## src/rtl/keypad_scanner.sv

```systemverilog
// ---------------------------------------------------------------------------
// keypad_scanner
//
// Scans a 4x4 active-low matrix keypad (PmodKYPD style) and turns debounced
// key presses into hex codes.  One row is driven low at a time; the row is
// held for one scan tick before its columns are sampled.  Once a column is
// seen low, the row stays held while the press is debounced, reported, and
// then the release is debounced.  Each accepted key is shifted into an
// 8-digit register whose nibbles feed a 7-segment display controller
// (digits[31:28] -> seg7 ... digits[3:0] -> seg0).
//
// Parameters
//   SCAN_DIV        clk cycles per scan tick
//   DEBOUNCE_TICKS  consecutive identical tick samples needed to accept a
//                   press or a release (must be >= 2)
//
// Ports
//   clk        in   1   system clock
//   reset      in   1   asynchronous, active-high; clears all state
//   cols       in   4   column sense lines, active-low, asynchronous to clk
//   clear      in   1   synchronous; zeroes digits
//   rows       out  4   row drive lines, active-low, exactly one low
//   key_code   out  4   hex code of the last accepted key
//   key_valid  out  1   one-clk pulse per accepted key press
//   key_down   out  1   high while the accepted key is held
//   digits     out  32  last 8 accepted keys, newest in [3:0]
// ---------------------------------------------------------------------------
module keypad_scanner #(
  parameter int SCAN_DIV       = 50000,
  parameter int DEBOUNCE_TICKS = 10
) (
  input  logic        clk,
  input  logic        reset,
  input  logic [3:0]  cols,
  input  logic        clear,
  output logic [3:0]  rows,
  output logic [3:0]  key_code,
  output logic        key_valid,
  output logic        key_down,
  output logic [31:0] digits
);

  // state      | meaning
  // -----------+---------------------------------------------------------
  // ST_SCAN    | rotating rows, waiting for any column to go low
  // ST_DEBOUNCE| row held, counting consecutive low samples of one column
  // ST_PRESSED | key accepted and reported, waiting for a high sample
  // ST_RELEASE | row held, counting consecutive high samples of the column
  localparam logic [1:0] ST_SCAN     = 2'd0;
  localparam logic [1:0] ST_DEBOUNCE = 2'd1;
  localparam logic [1:0] ST_PRESSED  = 2'd2;
  localparam logic [1:0] ST_RELEASE  = 2'd3;

  localparam int DIV_W = (SCAN_DIV > 1) ? $clog2(SCAN_DIV) : 1;
  localparam int CNT_W = $clog2(DEBOUNCE_TICKS + 1);

  localparam logic [DIV_W-1:0] DIV_LAST = DIV_W'(SCAN_DIV - 1);
  localparam logic [CNT_W-1:0] DB_DONE  = CNT_W'(DEBOUNCE_TICKS);

  logic [3:0]       cols_meta;
  logic [3:0]       cols_sync;
  logic [DIV_W-1:0] div_cnt;
  logic             tick;
  logic [1:0]       state;
  logic [1:0]       row_idx;
  logic [1:0]       col_idx;
  logic [CNT_W-1:0] db_cnt;
  logic [CNT_W-1:0] db_nxt;
  logic             col_hit;
  logic             col_high;

  // Lowest-index low column wins when several keys in the row are down.
  function automatic logic [1:0] low_col(input logic [3:0] c);
    logic [1:0] idx;
    if (!c[0])      idx = 2'd0;
    else if (!c[1]) idx = 2'd1;
    else if (!c[2]) idx = 2'd2;
    else            idx = 2'd3;
    return idx;
  endfunction

  // PmodKYPD legend: r0: 1 2 3 A | r1: 4 5 6 B | r2: 7 8 9 C | r3: 0 F E D
  function automatic logic [3:0] key_lookup(input logic [1:0] r, input logic [1:0] c);
    logic [3:0] code;
    case ({r, c})
      4'b00_00: code = 4'h1;
      4'b00_01: code = 4'h2;
      4'b00_10: code = 4'h3;
      4'b00_11: code = 4'hA;
      4'b01_00: code = 4'h4;
      4'b01_01: code = 4'h5;
      4'b01_10: code = 4'h6;
      4'b01_11: code = 4'hB;
      4'b10_00: code = 4'h7;
      4'b10_01: code = 4'h8;
      4'b10_10: code = 4'h9;
      4'b10_11: code = 4'hC;
      4'b11_00: code = 4'h0;
      4'b11_01: code = 4'hF;
      4'b11_10: code = 4'hE;
      default:  code = 4'hD;
    endcase
    return code;
  endfunction

  // Column lines are idle-high, so the synchronizer resets to all-ones.
  always_ff @(posedge clk or posedge reset) begin
    if (reset) begin
      cols_meta <= 4'hF;
      cols_sync <= 4'hF;
    end else begin
      cols_meta <= cols;
      cols_sync <= cols_meta;
    end
  end

  always_ff @(posedge clk or posedge reset) begin
    if (reset) begin
      div_cnt <= '0;
    end else if (div_cnt == DIV_LAST) begin
      div_cnt <= '0;
    end else begin
      div_cnt <= div_cnt + DIV_W'(1);
    end
  end

  assign tick     = (div_cnt == DIV_LAST);
  assign col_hit  = ~&cols_sync;
  assign col_high = cols_sync[col_idx];
  assign db_nxt   = db_cnt + CNT_W'(1);
  assign rows     = ~(4'b0001 << row_idx);

  // The counter stops at DEBOUNCE_TICKS and is cleared on every exit, so it
  // never wraps.
  always_ff @(posedge clk or posedge reset) begin
    if (reset) begin
      state     <= ST_SCAN;
      row_idx   <= 2'd0;
      col_idx   <= 2'd0;
      db_cnt    <= '0;
      key_code  <= 4'h0;
      key_valid <= 1'b0;
      key_down  <= 1'b0;
    end else begin
      key_valid <= 1'b0;
      if (tick) begin
        case (state)
          ST_SCAN: begin
            if (col_hit) begin
              col_idx <= low_col(cols_sync);
              db_cnt  <= CNT_W'(1);
              state   <= ST_DEBOUNCE;
            end else begin
              row_idx <= row_idx + 2'd1;
            end
          end
          ST_DEBOUNCE: begin
            if (!col_high) begin
              if (db_nxt == DB_DONE) begin
                db_cnt    <= '0;
                state     <= ST_PRESSED;
                key_code  <= key_lookup(row_idx, col_idx);
                key_valid <= 1'b1;
                key_down  <= 1'b1;
              end else begin
                db_cnt <= db_nxt;
              end
            end else begin
              // Chatter: go back to sampling the same row on the next tick.
              db_cnt <= '0;
              state  <= ST_SCAN;
            end
          end
          ST_PRESSED: begin
            if (col_high) begin
              db_cnt <= CNT_W'(1);
              state  <= ST_RELEASE;
            end
          end
          ST_RELEASE: begin
            if (col_high) begin
              if (db_nxt == DB_DONE) begin
                db_cnt   <= '0;
                state    <= ST_SCAN;
                key_down <= 1'b0;
                row_idx  <= row_idx + 2'd1;
              end else begin
                db_cnt <= db_nxt;
              end
            end else begin
              // Release bounce: the key is still the same press, no new pulse.
              db_cnt <= '0;
              state  <= ST_PRESSED;
            end
          end
          default: begin
            db_cnt <= '0;
            state  <= ST_SCAN;
          end
        endcase
      end
    end
  end

  // key_code is already updated while key_valid is high, so the shift picks
  // up the new code.  clear overrides a coincident shift.
  always_ff @(posedge clk or posedge reset) begin
    if (reset) begin
      digits <= 32'h0;
    end else if (clear) begin
      digits <= 32'h0;
    end else if (key_valid) begin
      digits <= {digits[27:0], key_code};
    end
  end

endmodule

```

## config.mk

```make
export PLATFORM = sky130hd
export DESIGN_NAME = keypad_scanner
export DESIGN_NICKNAME = d
export VERILOG_FILES = /design/src/rtl/keypad_scanner.sv
export SDC_FILE = /design/constraint.sdc
export NUM_CORES = 1
export LEC_CHECK = 0
export CAP_MARGIN = 20
export CORE_UTILIZATION = 40
export CTS_BUF_LIST = sky130_fd_sc_hd__clkbuf_16
export CTS_CLUSTER_SIZE = 20
export DETAILED_ROUTE_END_ITERATION = 10
export GPL_TIMING_DRIVEN = 0
export SYNTH_ARGS = -nofsm -noshare
export SYNTH_HDL_FRONTEND = slang
export SYNTH_SLANG_ARGS = --single-unit
export TNS_END_PERCENT = 30
```

## constraint.sdc

```tcl
create_clock -name clk -period 6.15 [get_ports clk]
set_input_delay 0.9225 -clock clk [delete_from_list [all_inputs] [get_ports clk]]
set_output_delay 0.9225 -clock clk [all_outputs]
set_load 0.005 [all_outputs]
```

**Word-level counts from Yosys, hierarchy flattened**

Memories as Yosys holds them, arrays and structs flattened. A register that Yosys moved wholly into a read port is not among the register bits.
Index checks and enable logic that the tools add are counted.
W data, S select, Z words.

- Add/subtract/negate cells: 3
- $lt $le $gt $ge: 1
- Equal/unequal tests: 14
- Shift operators: 1
- Mux-type cells: 34
- Bitwise operators: 3
- Reduce and logical (&&, ||, !) cells: 11

Operators with widths:

| cell | count |
|---|---|
| $mux W32 | 2 |
| $mux W2 | 11 |
| $mux W4 | 5 |
| $add A16 B1 Y16 const B | 1 |
| $eq A16 B16 Y1 const B | 1 |
| $mux W16 | 1 |
| $pmux W4 S4 | 1 |
| $ne A2 B2 Y1 const B | 7 |
| $mux W1 | 10 |
| $reduce_and A5 Y1 | 2 |
| $pmux W2 S4 | 1 |
| $reduce_and A4 Y1 | 2 |
| $ne A3 B3 Y1 const B | 2 |
| $reduce_and A3 Y1 | 2 |
| $reduce_and A6 Y1 | 1 |
| $reduce_bool A2 Y1 | 3 |
| $add A4 B1 Y4 const B | 1 |
| $eq A2 B2 Y1 const B | 2 |
| $eq A4 B4 Y1 const B | 1 |
| $not A4 Y4 | 1 |
| $pmux W2 S2 | 1 |
| $shl A1 B2 Y4 const A | 1 |
| $lt A2 B3 Y1 const B | 1 |
| $add A2 B1 Y2 const B | 1 |
| other kinds (5) | 6 |

- Register bits after elaboration: 68
- Bits in read-only memories: 64
- Output and inout bits: 42
- Memories kept: 1

Memories:

| memory | depth | width | rd ports | clocked after memory_dff | wr ports | RTL line | RTL |
|---|---|---|---|---|---|---|---|
| (name not given) | 16 | 4 | 1 | 1 | 0 | 85 | `case ({r, c})` |

**Logic depth before layout (Yosys ltp)**

- Depth in word-level cells: 6
- Depth in mapped cells: 7

**Least setup slack after synthesis**

Ideal clock, no wire load.

- Path kind: reg-to-reg
- Start: register div_cnt[12]
- End: register key_code[0]
- Setup time: 0.125 ns
- Arrival time: 2.051 ns
- Required time: 6.025 ns
- Path slack: 3.974 ns
- Cell stages (with the launch flop): 6
- Buffers on the path: 0
- Path through: dfrtp_1 > or4_4 > nor4_4 > nand2_2 > nor4_4 > mux2_4

- Longest elaborated chain between the ends: 2

RTL lines:

| item | RTL line | RTL |
|---|---|---|
| start: declaration | 62 | `logic [DIV_W-1:0] div_cnt;` |
| start signal: assignment | 123 | `div_cnt <= div_cnt + DIV_W'(1);` |
| $eq A16 B16 Y1 | 127 | `assign tick = (div_cnt == DIV_LAST);` |
| $reduce_and A4 Y1 (no source line) | n/a |  |
| end: declaration | 37 | `output logic [3:0] key_code,` |

No other way between the ends.
A chain may end at the register's enable or synchronous reset.

**Worst setup path in the final report**

- Start: register row_idx[1]
- End: output rows[1]

- Longest elaborated chain between the ends: 2

RTL lines:

| item | RTL line | RTL |
|---|---|---|
| start: declaration | 65 | `logic [1:0] row_idx;` |
| start signal: assignment | 154 | `row_idx <= row_idx + 2'd1;` |
| start signal: assignment | 186 | `row_idx <= row_idx + 2'd1;` |
| $shl A1 B2 Y4 | 131 | `assign rows = ~(4'b0001 << row_idx);` |
| $not A4 Y4 | 131 |  |
| end: declaration | 36 | `output logic [3:0] rows,` |

No other way between the ends.

==> out/results.ini <==
[critical_path]
cp_data_required_time_ps = 5230
reg2reg_depth = 5
crit_chain = clkbuf_1 > inv_1 > ha_1 > inv_1 > clkdlybuf4s50_1
critPathLaunchType = register
r2r_slack_ps = 3700
critPathKind = register to output pin
crit_path_top_delay_cell = clkdlybuf4s50_1
max_stage_delay_ps = 480
cpMostUsedCell = inv_1
reg2reg_from = div_cnt[12]
critPathMaxFanout = 7
r2r_end = key_code[2]
crit_arrival_ps = 1860
critPathCaptureType = output pin

[logic_synthesis]
syn-cell-area_sq_mm = 0.00325
synthCells = 280
syn_avg_cell_area_sq_um = 11.6
ys_seq_area_share_pct = 55.7
synth_seq_cells = 72
synth_top_flop_cell = dfrtp_1
synth_cell_types = 42
ys_async_sr_fraction_pct = 100
synth_edf_count = 0
synth_nets = 297
ys_warn_count = 0

[pwr]
switching_share_pct = 22.1
pwr-share-seq_pct = 49.5
intPower_mw = 0.755
p_clk_share_pct = 48.5
powerDensity_mw_per_mm2 = 234
irDropWorstVdd_v = 0.000177
p_leak_nw = 1.74
switching_power_mw = 0.214
combPwrFrac_pct = 2.0

[clock_network]
cts_buffer_depth = 2
ctsResizeCount = 0
clk_pin_slew_worst_paths_ps = 60
numCtsBuffers = 9
cts_hold_buf = 0
h-tree-depth = 3
cts_tree = built
cts-root-buf = clkbuf_16
cts.sinks = 72
cts_setup_buffers = 0
clk_latency_ps = 330

[place]
placed_area_sq_mm = 0.00386
dp_hpwl_mm = 4.09
placed_cells = 430
gp_congestion = 0.690
io_buffer_count = 48

[global_route]
grt_antenna_before_repair = 0
grt_pass1_wl_mm = 10.5
grt_usage_pct = 15.8
grt_start_max_net_pins = 73
overflow = 0
grt_pass1_vias = 2187

[routing]
drcViolationCount = 0
wl_per_cell_um = 13.3
vias = 2198
ant_nets = 0
routed_wl_mm = 5.91
dr.first_iter.drc_count = 53
drtPass1Iterations = 6
via_per_inst = 4.93

[sta]
fin_skew_ps = 5.22
clock.fmax_ghz = 0.359
tightest_slew_ps = 842
finalHoldViolCount = 0
rsz0062_at_grt = false
fin_tns_setup_ps = 0
finalCritPeriodShare_pct = 45.3
drv_slew = 0
slew_headroom_pct = 43.9
min_period_ps = 2790
finalSetupViolations = 0

[cells_and_area]
layout_common_cells = dfrtp_1, clkdlybuf4s50_1, nor2_1
fin_nets = 356
final_common_cell = dfrtp_1
fin_cells = 446
num_antenna_cells = 0
areaGrowthSynthToFinish_pct = 27.2
drive_gt1_share_pct = 9.88
finish.instance_area_sq_mm = 0.00414

[outcome]
status = completed

[hold_path]
whs_endpoint = cols_sync[0]
whs_path_depth = 0
hp-start = cols_meta[0]
hp-class = register to register

[floorplanning]
start_util_pct = 41.7
io_pins = 49
design.core.area_sq_mm = 0.00781
fp-row-count = 32
dieArea_sq_mm = 0.00850
fp.dieW_um = 92.2
die_h_um = 92.2

[job]
drv_cap = 0

==> critical path: cells and delay by family (launching register included) <==
| family | cells | cell delay [ps] |
|---|---|---|
| buffers and inverters | 4 | 970 |
| adder cells (fa/ha/maj) | 1 | 200 |
| flip-flops | 1 | 370 |
==> worst max-delay path by stage <==
stage | from | end | slack [ps] | cells after the start
2_1_floorplan | reset | async pin | 3420 | 1
3_3_place_gp | reset | digits[0] | 2180 | 2
3_5_place_dp | div_cnt[12] | key_code[2] | 3680 | 5
4_1_cts | row_idx[1] | rows[1] | 3330 | 5
5_1_grt | row_idx[1] | rows[1] | 3250 | 5
6_report | row_idx[1] | rows[1] | 3360 | 5
==> metal layers <==
layer	GRT usage [%]	part of all wire (%)	up-vias
met5	0	0	-
li1	-	-	1075
met4	5.86	0.96	0
met3	4.64	4.0	7
met2	24.5	46	47
met1	21.1	49	1069
==> sequential cells by signal, summed over array words and instances (netlist names), named ones only <==
| register | flops |
|---|---|
| key_valid | 1 |
| cols_sync | 4 |
| digits | 32 |
| key_down | 1 |
| col_idx | 2 |
| cols_meta | 4 |
| div_cnt | 16 |
| state | 1 |
| key_code | 4 |
| row_idx | 2 |
| db_cnt | 4 |
==> logic make-up (layout without fill, tap and decap cells) <==
family                     after synthesis  after routing  synth area share (%)
DFF                                     72             72                  55.7
buffers and inverters                   25             89                  2.88
adders and majority gates               10             10                  3.84
and+or+nand+nor                         91             91                  14.6
AOI/OAI and AO/OA                       24             24                  4.73
xor gates and xnor gates                17             17                  4.58
muxes                                   41             41                  13.6
==> Yosys cell counts, drive strengths merged (6+ instances only) <==
master,n,area [sq um]
ha,10,125
nand3,10,50.1
mux2i,35,350
dfstp,8,210
xnor2,7,61.3
o21ai,6,30.0
a21oi,7,35.0
clkbuf,8,30.0
nand2,10,40.0
nor2,44,165
xor2,10,87.6
inv,14,52.6
dfrtp,64,1600
==> area by class of cell <==
type                            count  area, sq um
Multi-Input combinational cell    183         1350
Clock inverter                      7         48.8
Inverter                           14         55.1
Tap cell                          102          128
Clock buffer                        9          225
Buffer                             11         41.3
Timing Repair Buffer               48          480
Fill cell                         683         3670
Sequential cell                    72         1810
==> power groups by stage <==
stage | Combinational [mW] | Sequential (mW) | Clock [mW]
after floorplan | 0.0114 | 0.488 | 0
after global placement | 0.0200 | 0.488 | 0
after detailed placement | 0.0202 | 0.488 | 0
after CTS | 0.0202 | 0.480 | 0.483
after global routing | 0.0224 | 0.480 | 0.505
final | 0.0190 | 0.480 | 0.470
==> metrics by stage <==
stage,utilization [%],power [mW],setup slack [ps],hold WS (ps)
after CTS,53.0,0.983,3330,355
after detailed placement,49.5,0.509,3680,347
final,53.0,0.969,3360,355
after global placement,49.5,0.508,2180,348
after global routing,53.0,1.01,3250,358
after floorplan,-,0.499,3420,345
Power figures use the tool's default switching activity.
